--- src/rtl/loop_countdown.sv ---
// loop_countdown -- counted-loop sequencer.
//
// One start with a count of N produces N index beats, N-1 down to 0, on a
// valid/ready stream. acc counts the accepted beats, and done pulses once for
// a single cycle when the loop completes. A count of zero skips straight to
// the done pulse without producing any beats.
//
// Ports
//   clk        clock; all state updates on the rising edge
//   rst_n      synchronous active-low reset
//   start      begin an iteration (only looked at in IDLE)
//   count      iteration count N, sampled with start
//   out_ready  downstream takes the current index this cycle
//   out_valid  idx holds a valid index (RUN only)
//   idx        current loop index
//   acc        number of accepted indices so far
//   busy       high in RUN and DONE
//   done       one-cycle end-of-loop pulse
//
// Every output is a flop, so there is no combinational path from any input
// to any output.
module loop_countdown #(
    parameter int WIDTH = 32
) (
    input  logic             clk,
    input  logic             rst_n,
    input  logic             start,
    input  logic [WIDTH-1:0] count,
    input  logic             out_ready,
    output logic             out_valid,
    output logic [WIDTH-1:0] idx,
    output logic [WIDTH-1:0] acc,
    output logic             busy,
    output logic             done
);

    typedef enum logic [1:0] {
        IDLE = 2'd0,
        RUN  = 2'd1,
        DONE = 2'd2
    } state_t;

    state_t state;

    always_ff @(posedge clk) begin
        if (!rst_n) begin
            state     <= IDLE;
            idx       <= '0;
            acc       <= '0;
            out_valid <= 1'b0;
            busy      <= 1'b0;
            done      <= 1'b0;
        end else begin
            case (state)
                IDLE: begin
                    // Without start every register holds, so acc and idx
                    // keep the result of the previous loop.
                    if (start) begin
                        acc  <= '0;
                        busy <= 1'b1;
                        if (count != '0) begin
                            state     <= RUN;
                            idx       <= count - 1'b1;
                            out_valid <= 1'b1;
                        end else begin
                            // Empty loop: no beats, just the done pulse.
                            state <= DONE;
                            done  <= 1'b1;
                        end
                    end
                end

                RUN: begin
                    // out_valid is always high in RUN, so out_ready alone
                    // marks an accepted beat. A stall holds everything.
                    if (out_ready) begin
                        acc <= acc + 1'b1;
                        if (idx != '0) begin
                            idx <= idx - 1'b1;
                        end else begin
                            state     <= DONE;
                            out_valid <= 1'b0;
                            done      <= 1'b1;
                        end
                    end
                end

                DONE: begin
                    // start is ignored here; it is only honoured in the
                    // IDLE cycle that follows.
                    state <= IDLE;
                    done  <= 1'b0;
                    busy  <= 1'b0;
                end

                default: begin
                    state     <= IDLE;
                    out_valid <= 1'b0;
                    busy      <= 1'b0;
                    done      <= 1'b0;
                end
            endcase
        end
    end

endmodule

--- config.mk ---
export PLATFORM = sky130hd
export DESIGN_NAME = loop_countdown
export DESIGN_NICKNAME = d
export VERILOG_FILES = /design/src/rtl/loop_countdown.sv
export SDC_FILE = /design/constraint.sdc
export NUM_CORES = 1
export LEC_CHECK = 0
export ABC_AREA = 1
export CORE_ASPECT_RATIO = 2
export CORE_MARGIN = 1
export CORE_UTILIZATION = 30
export DETAILED_ROUTE_END_ITERATION = 7
export PLACE_DENSITY_LB_ADDON = 0.2
export SETUP_SLACK_MARGIN = 0.15
export SKIP_LAST_GASP = 1
export SLEW_MARGIN = 20
export SYNTH_ARGS = -nofsm -noshare
export SYNTH_HDL_FRONTEND = slang
export SYNTH_SLANG_ARGS = --single-unit
--- constraint.sdc ---
create_clock -name clk -period 2 [get_ports clk]
set_clock_uncertainty 0.05 [all_clocks]
set_input_delay 0.6 -clock clk [delete_from_list [all_inputs] [get_ports clk]]
set_output_delay 0.6 -clock clk [all_outputs]
set_load 0.005 [all_outputs]
**Word-level counts from Yosys, hierarchy flattened**

Cells that the tools add are included.

- $add $sub $neg: 3
- Equality and inequality tests: 8
- Mux-type cells: 25
- Bitwise logic cells: 2
- Reduce and logical (&&, ||, !) cells: 10

Operators with widths:

| operator | number |
|---|---|
| 2-to-1 mux 32 bit | 6 |
| one-hot mux 32 bit (2 select lines) | 2 |
| nonzero test 32 bit | 2 |
| subtractor 32 x 1 -> 32 bit, second input constant | 2 |
| adder 32 x 1 -> 32 bit, second input constant | 1 |
| != test 2 bit, second input constant | 6 |
| AND reduction 5 bit | 2 |
| 2-to-1 mux 1 bit | 9 |
| 2-to-1 mux 2 bit | 4 |
| AND reduction 3 bit | 2 |
| one-hot mux 1 bit (2 select lines) | 2 |
| one-hot mux 2 bit (2 select lines) | 1 |
| AND reduction 4 bit | 1 |
| one-hot mux 1 bit (3 select lines) | 1 |
| equality test 2 x 1 -> 1 bit, second input constant | 1 |
| equality test 2 bit, second input constant | 1 |
| zero test 2 bit | 1 |
| NOT 1 bit | 2 |
| AND reduction 2 bit | 1 |
| nonzero test 2 bit | 1 |

- Bits in registers: 69
- Input bits: 36
- Output and inout port bits: 67
- Logic and storage cells: 54

**Longest topological paths before layout**

Gate-level depths: netlist of the first run.

- Word-level depth: 4
- Mapped depth: 16
- Gate-level depth less buffers: 14

**Worst setup path before layout of the first run**

No wires, ideal clock.

- Path kind: reg2reg
- Start point: reg state[1]
- End point: reg idx[26]
- Library setup time: 109 ps
- Arrival time: 1,785 ps
- Required time: 1,841 ps
- Setup slack: 56 ps
- Stages on the path, launching flop included: 16
- Path buffers: 2
- Clock period less this slack: 1,944 ps
- Cells stage by stage: dfxtp_1 > inv_2 > nand2_4 > buf_8 > buf_6 > o21ai_2 > ha_1 > inv_1 > nor2_2 > nand3_1 > inv_1 > nand2_1 > nand2_1 > nand3_1 > nand2_1 > inv_1

- Word-level cells in the longest chain between the ends: 3
- Elaborated cells between the ends (all ways): 9
- Those cells by class: eq/ne: 5; mux: 1; reduce/logical: 3

Ends and longest elaborated chain:

| what | line | source |
|---|---|---|
| start: declaration | 43 | `state_t state;` |
| start signal: assignment | 47 | `state <= IDLE;` |
| start signal: assignment | 62 | `state <= RUN;` |
| start signal: assignment | 67 | `state <= DONE;` |
| equality test 2 x 1 -> 1 bit or zero test 2 bit (tied branches) | 54 | `case (state)` |
| != test 2 bit (no line) or nonzero test 2 bit (tied branches) | - |  |
| AND reduction 5 bit (no line) | - |  |
| end signal: assignment | 63 | `idx <= count - 1'b1;` |
| end signal: assignment | 79 | `idx <= idx - 1'b1;` |
| end: declaration | 31 | `output logic [WIDTH-1:0] idx,` |

Parallel ways exist; a longest one is shown, timed or not.
A chain may end at the register's enable or synchronous reset.

**Worst setup path in the final report of the first run**

- Start point: reg state[1]
- End point: reg idx[16]

Same word-level chain as after synthesis.

==> impl_results.md, run 1 <==
- Fin crit share: 99.41%
- Crit path DAT: 2170 ps
- WL per Instance: 16.56 um
- Worst-path clk slew: 60 ps
- Gpl congestion: 0.9203
- # diodes: 0
- Total Wirelength: 23810 um
- Yosys warning count: 0
- CP peak stage delay: 360 ps
- Worst skew pair latency: 340 ps
- Die Width: 96.06 um
- Pwr/cell area: 666.6 nW/um^2
- Setup WS post-layout: 11.72 ps
- Hold buffer count at CTS: 0
- Hold WS: 398.4 ps
- Die ar.: 18260 um^2
- Boundary Pins: 103
- Most frequent CP cell: nor2_1
- Post-route ant nets: 0
- Run status: complete, no violations
- Worst min path class: flip-flop to flip-flop
- Total chip power: 6.246 mW
- Worst path required time: 2190 ps
- Max frequency: 502.9 MHz
- # clock sinks: 69
- H-tree levels: 3
- CP startpoint kind: flip-flop
- Syn Inst Count: 963
- Root buffer cell: clkbuf_16
- Gr ovfl total: 0
- Switch share: 38.19%
- Total Neg Setup Slack: 0 ps
- Number of vias per cell: 4.989
- Fin nets: 1261
- Syn nets: 1001
- Slowest CP cell: dfxtp_4
- All-Layer GR Usage: 25.92%
- Synth-to-Final Area Change: 76.54%
- Core Footprint: 17270 um^2
- IO Port Bufs: 102
- Placement Setup Slack: -589.3 ps
- CTS tree: done
- Drt initial violations: 319
- CP max FO: 5
- Lkg Pwr: 4.724 nW
- Worst ir drop on vdd: 0.0003517 V
- Yosys reg bits: 69
- Max Buffers Root-to-Sink: 2
- CP cell instances: inv_8 -> nand2_8 -> buf_12 -> o21ai_4 -> ha_4 -> inv_4 -> nor2_4 -> nand2_2 -> o21bai_1 -> nand2_1 -> nor2_1 -> nor2_1
- # fillers: 1688
- Largest net degree at the start of global routing: 24
- Number of antenna violations at the first check in global routing: 0
- Sequential share of power: 26.9%
- DRC Markers: 0
- Placed wire-length estimate: 17000 um
- P_int: 3.861 mW
- FP Rows: 68
- CP top delay family: simple AND/OR/NAND/NOR gates
- Relative slew margins: 50.30%
- Starting Density: 30.73%
- Setup repair after global routing missed its margin: yes
- CTS buffer count: 9
- Maxcap violations: 0
- Buffers plus inverters on the worst setup path: 3
- Worst setup EP type: flip-flop
- Tmin final: 1988 ps
- Setup violations, final: 0
- Final Hold Viols: 0
- First-pass GRT wire length: 34850 um
- First drt pass iteration count: 5
- Number of global-route vias before repair: 7016
- Slew at the pin closest to its max-slew limit: 738.7 ps
- Die height: 190.1 um
- Synth cell types: 35
- Proportion of layout cells with a drive suffix above 1: 39.50%
- Gate power share: 47.4%
- Syn_area_per_cell: 5.512 um^2
- Sequential element share of the synthesized area: 26.03%
- Sw power: 2.385 mW
- Setup CP Type: flip-flop to flip-flop
- Mapped cell area: 5308 um^2
- Clock power frac: 25.7%
- Final Max Slew Viols: 0
- Via count: 7174
## power by group through the flow
stage / sequential [mW] / clock (mW) / combinational [mW]
global route: 1.70 / 1.70 / 3.19
detailed placement: 1.70 / 0 / 2.13
global placement: 1.71 / 0 / 2.13
CTS: 1.67 / 1.64 / 2.57
finish: 1.68 / 1.60 / 2.96
floorplan: 1.66 / 0 / 1.08
## layout make-up
class	instances	area (um^2)	share of cell area, %
Clock buffer	13	280.3	2.991
Clock inverter	3	17.52	0.1869
Sequential cell	69	1520	16.22
Tap cell	210	262.8	2.804
Inverter	120	462.9	4.941
Multi-Input combinational cell	746	4156	44.36
Timing Repair Buffer	277	2670	28.50
## state kept, by name, indices dropped and copies added, names as in the netlist
signal     cells
acc           32
busy           1
done           1
idx           32
out_valid      1
state          2
## worst reg2reg max path: stages (launching register included)
cell,delay (ps)
dfxtp_4,360
inv_8,90
nand2_8,80
buf_12,140
o21ai_4,160
ha_4,180
inv_4,40
nor2_4,200
nand2_2,140
o21bai_1,160
nand2_1,130
nor2_1,110
nor2_1,40
## cells in the final DEF, fill, tap and decap left out, types with 19 or more instances in the layout
cell and count:
nor2_2 47, dlygate4sd2_1 51, buf_4 132, nor2_1 118, buf_6 20, nand2_2 72
dfxtp_2 33, nor2_4 37, dlymetal6s2s_1 21, nand2_1 239, inv_1 109, o21ai_0 19
nand3_1 64, dfxtp_4 26, a21oi_1 26
## per-stage QoR
stage,std cells,cell area (um^2),utilization (%)
2_1_floorplan,963,5334,-
3_3_place_gp,1361,7410,42.90
3_5_place_dp,1361,7410,42.90
4_1_cts,1421,8658,50.13
5_1_grt,1438,9370,54.25
6_report,1438,9370,54.25
## metal layers
layer  vias to the layer above  global-route usage (%)  share of wire [%]
met5                         -                       0                  0
met2                       234                   47.87                 55
met1                      3315                   23.32                 32
li1                       3521                       -                  -
met3                       104                   3.557                4.0
met4                         0                   22.96                9.8
## cells in the mapped netlist
library cell,n,area share [%]
nor3_1,18,1.7
o31ai_1,1,0.14
o211a_1,2,0.38
xor2_1,8,1.3
a21oi_2,1,0.17
nor2_2,12,1.4
nand3_1,76,7.2
and3_1,1,0.12
ha_1,2,0.47
inv_1,116,8.2
buf_4,3,0.42
nand3_4,1,0.33
a31oi_1,3,0.35
o21ai_0,39,3.7
nand2_1,321,23
nor3_2,1,0.19
o21ai_2,1,0.17
buf_8,2,0.57
buf_6,5,1.1
dfxtp_1,69,26
nand3b_1,6,0.85
nor4_1,1,0.12
buf_2,10,0.94
o21ai_1,1,0.094
nand2_4,2,0.42
nand2_2,7,0.83
nor2_4,3,0.64
a21o_1,1,0.14
o21bai_1,3,0.42
nand4_1,14,1.7
a211oi_1,1,0.14
a21oi_1,33,3.1
inv_2,4,0.28
nor2_1,187,13
clkbuf_1,8,0.57
## path summary, 6_finish.rpt
path	startpoint	cells after the start	slack [ps]	to
setup / recovery	state[1]$_SDFFE_PN0P_	12	10	idx[16]$_SDFFE_PN0P_
hold / removal	acc[3]$_SDFFE_PN0P_	1	400	acc[3]$_SDFFE_PN0P_
setup reg to reg	state[1]$_SDFFE_PN0P_	12	10	idx[16]$_SDFFE_PN0P_
hold reg to reg	acc[3]$_SDFFE_PN0P_	1	400	acc[3]$_SDFFE_PN0P_
## cell families (layout without fill, tap and decap cells)
group	count (synthesis)	count (layout)	share of synthesized area, %
compound gates	86	86	8.793
xor+xnor	8	8	1.320
fa+ha+maj	2	2	0.4714
buf+inv	148	413	12.05
flops	69	69	26.03
simple gates	650	650	51.34
## repair_timing
item	in CTS	in global routing
pin swaps	70	74
cloned	6	2
setup buffers	38	15
endpoints found under the setup margin	116	75
gates resized for setup	309	207
(Power assumes the default switching activity.)
==> run 2, diff against run 1 <==
SETUP_SLACK_MARGIN = 0.1   (was 0.15)
==> run 2 against run 1 <==
The flow now finishes with violations (negative setup slack). Critical path depth up 2. First-iteration DRC count down 18%. Power down 6.6%. Count of clock-buffer cells in the layout down 2. Global-route usage down 0.97 points. Core utilization down 3.5 points. Non-clock buffer count down 27. Sequential power about the same. Combinational power down 12%. Design area down 6.4%. Critical path type unchanged. Largest power group unchanged. Highest routed layer unchanged.
==> impl_results.md, run 2 (synthesis results as in run 1) <==
- Boundary Pins: 103 (unchanged)
- Top Registers: acc: 32 flops, idx: 32 flops, state: 2 flops
- Slew at the pin closest to its max-slew limit: 698.4 ps (-40.28 ps)
- Gpl congestion: 0.9608 (+4.4%)
- Die height: 190.1 um (unchanged)
- Final Max Slew Viols: 0 (unchanged)
- CTS buffer count: 9 (unchanged)
- Commonest non-fill, non-tap cell in the layout: nand2_1
- H-tree levels: 3 (unchanged)
- Worst setup EP type: flip-flop
- CP top delay family: simple AND/OR/NAND/NOR gates
- Max Buffers Root-to-Sink: 2 (unchanged)
- # diodes: 0 (unchanged)
- Hold buffer count at CTS: 0 (unchanged)
- Placed Cells: 1362 (+0.073%)
- Setup CP Type: flip-flop to flip-flop
- Root buffer cell: clkbuf_16
- Lkg Pwr: 4.206 nW (-11%)
- Number of antenna violations at the first check in global routing: 0 (unchanged)
- First drt pass iteration count: 5 (unchanged)
- Worst path required time: 2180 ps (about the same)
- Setup WS post-layout: -0.2398 ps (-11.96 ps)
- CP peak stage delay: 340 ps (-20 ps)
- Worst ir drop on vdd: 0.0003845 V (+9.3%)
- Number of global-route vias before repair: 6736 (-4.0%)
- Synth-to-Final Area Change: 65.21%
- Final Hold Viols: 0 (unchanged)
- All-Layer GR Usage: 24.95% (-0.97 points)
- Pwr/cell area: 665.2 nW/um^2 (-0.21%)
- Most frequent CP cell: nor2_1
- Largest net degree at the start of global routing: 17 (-29%)
- Setup repair after global routing missed its margin: yes
- Run status: finished with violations
- Buffers plus inverters on the worst setup path: 5 (+2)
- Die ar.: 18260 um^2 (unchanged)
- Placed wire-length estimate: 17340 um (+2.0%)
- DRC Markers: 0 (unchanged)
- Gr ovfl total: 0 (unchanged)
- Drt initial violations: 262 (-18%)
- # clock sinks: 69 (unchanged)
- Max frequency: 499.9 MHz (-0.60%)
- Most frequent cells in the layout: nand2_1, nor2_1, inv_1, buf_4, nand3_1
- Failing checks: negative setup slack
- CP max FO: 7 (+2)
- Relative slew margins: 53.01% (+2.7 points)
- Maxcap violations: 0 (unchanged)
- Fin crit share: 100.0% (+0.60 points)
- Via count: 6887 (-4.0%)
- Slowest CP cell: dfxtp_2
- Setup violations, final: 1 (+1)
- FP Rows: 68 (unchanged)
- CP cell instances: clkinv_4 -> buf_12 -> buf_8 -> nand3b_1 -> nand2_2 -> ha_4 -> inv_4 -> nor2_4 -> buf_6 -> nand2_4 -> o21bai_1 -> nand2_1 -> nor2_1 -> nor2_1
- First-pass GRT wire length: 33710 um (-3.2%)
- CP startpoint kind: flip-flop
- Core Footprint: 17270 um^2 (unchanged)
- Starting Density: 30.73% (unchanged)
- Post-route ant nets: 0 (unchanged)
- CTS tree: done
- Proportion of layout cells with a drive suffix above 1: 32.39% (-7.1 points)
- Total Neg Setup Slack: -0.2398 ps (-0.2398 ps)
- Tmin final: 2000 ps (+11.96 ps)
- WL per Instance: 16.28 um (-1.7%)
- Crit path DAT: 2180 ps (about the same)
- Total Wirelength: 22970 um (-3.5%)
- Fin nets: 1235 (-2.1%)
- Worst skew pair latency: 340 ps (about the same)
- Number of vias per cell: 4.881 (-2.2%)
- IO Port Bufs: 102 (unchanged)
- Final std cells w/o fill: 1411 (-1.9%)
- Worst min path class: flip-flop to flip-flop
- Worst-path clk slew: 60 ps (about the same)
- Die Width: 96.06 um (unchanged)
==> run 2: final cells by class <==
type                            count  area (um^2)
Fill cell                        1789         8503
Multi-Input combinational cell    747         3910
Timing Repair Buffer              250         2375
Sequential cell                    69         1490
Inverter                          120        462.9
Tap cell                          210        262.8
Clock buffer                       11        242.7
Clock inverter                      4        25.02
==> run 2: what timing repair did <==
item / CTS / global route
pin swaps: 44 / 57
gates cloned: 2 / 3
buffers inserted: 10 / 21
resized for setup: 219 / 147
endpoints found under the setup margin: 104 / 76
==> run 2: final timing paths <==
check | cells after the start | slack [ps] | startpoint | endpoint
hold reg to reg | 1 | 410 | acc[13]$_SDFFE_PN0P_ | acc[13]$_SDFFE_PN0P_
setup / recovery | 14 | -0.2 | state[1]$_SDFFE_PN0P_ | idx[16]$_SDFFE_PN0P_
setup reg to reg | 14 | -0.2 | state[1]$_SDFFE_PN0P_ | idx[16]$_SDFFE_PN0P_
hold / removal | 1 | 410 | acc[13]$_SDFFE_PN0P_ | acc[13]$_SDFFE_PN0P_
==> run 2: where the power goes <==
part           switching, mW  leakage (nW)  internal, mW
Sequential             0.178         0.593          1.53
Combinational           1.42          3.49          1.20
Clock                  0.648         0.127         0.864
Total                   2.24          4.21          3.59
==> run 2: per-stage QoR <==
| step | setup WS (ps) | power [mW] | area (um^2) | util, % | hold WS, ps |
|---|---|---|---|---|---|
| floorplan | 108.4 | 2.735 | 5318 | - | 410.4 |
| global placement | -606.2 | 3.817 | 7388 | 42.78 | 423.6 |
| detailed placement | -626.0 | 3.816 | 7388 | 42.78 | 429.4 |
| CTS | 35.89 | 5.598 | 8145 | 47.16 | 422.9 |
| global route | -100.4 | 6.171 | 8768 | 50.77 | 418.5 |
| finish | -0.2398 | 5.833 | 8768 | 50.77 | 407.4 |
==> run 2: metal layers <==
layer / vias to the layer above / wire, um / share of wire (%) / track usage (%)
li1: 3479 / - / - / -
met1: 3112 / 7425 / 32 / 21.80
met2: 210 / 12810 / 56 / 48.61
met3: 86 / 824 / 3.6 / 3.078
met4: 0 / 1912 / 8.3 / 18.77
met5: - / 0 / 0 / 0
==> run 3, diff against run 2 <==
SLEW_MARGIN = 10   (was 20)
==> results of run 3 <==
The final DEF is identical to that of run 2; final timing and power are the same.
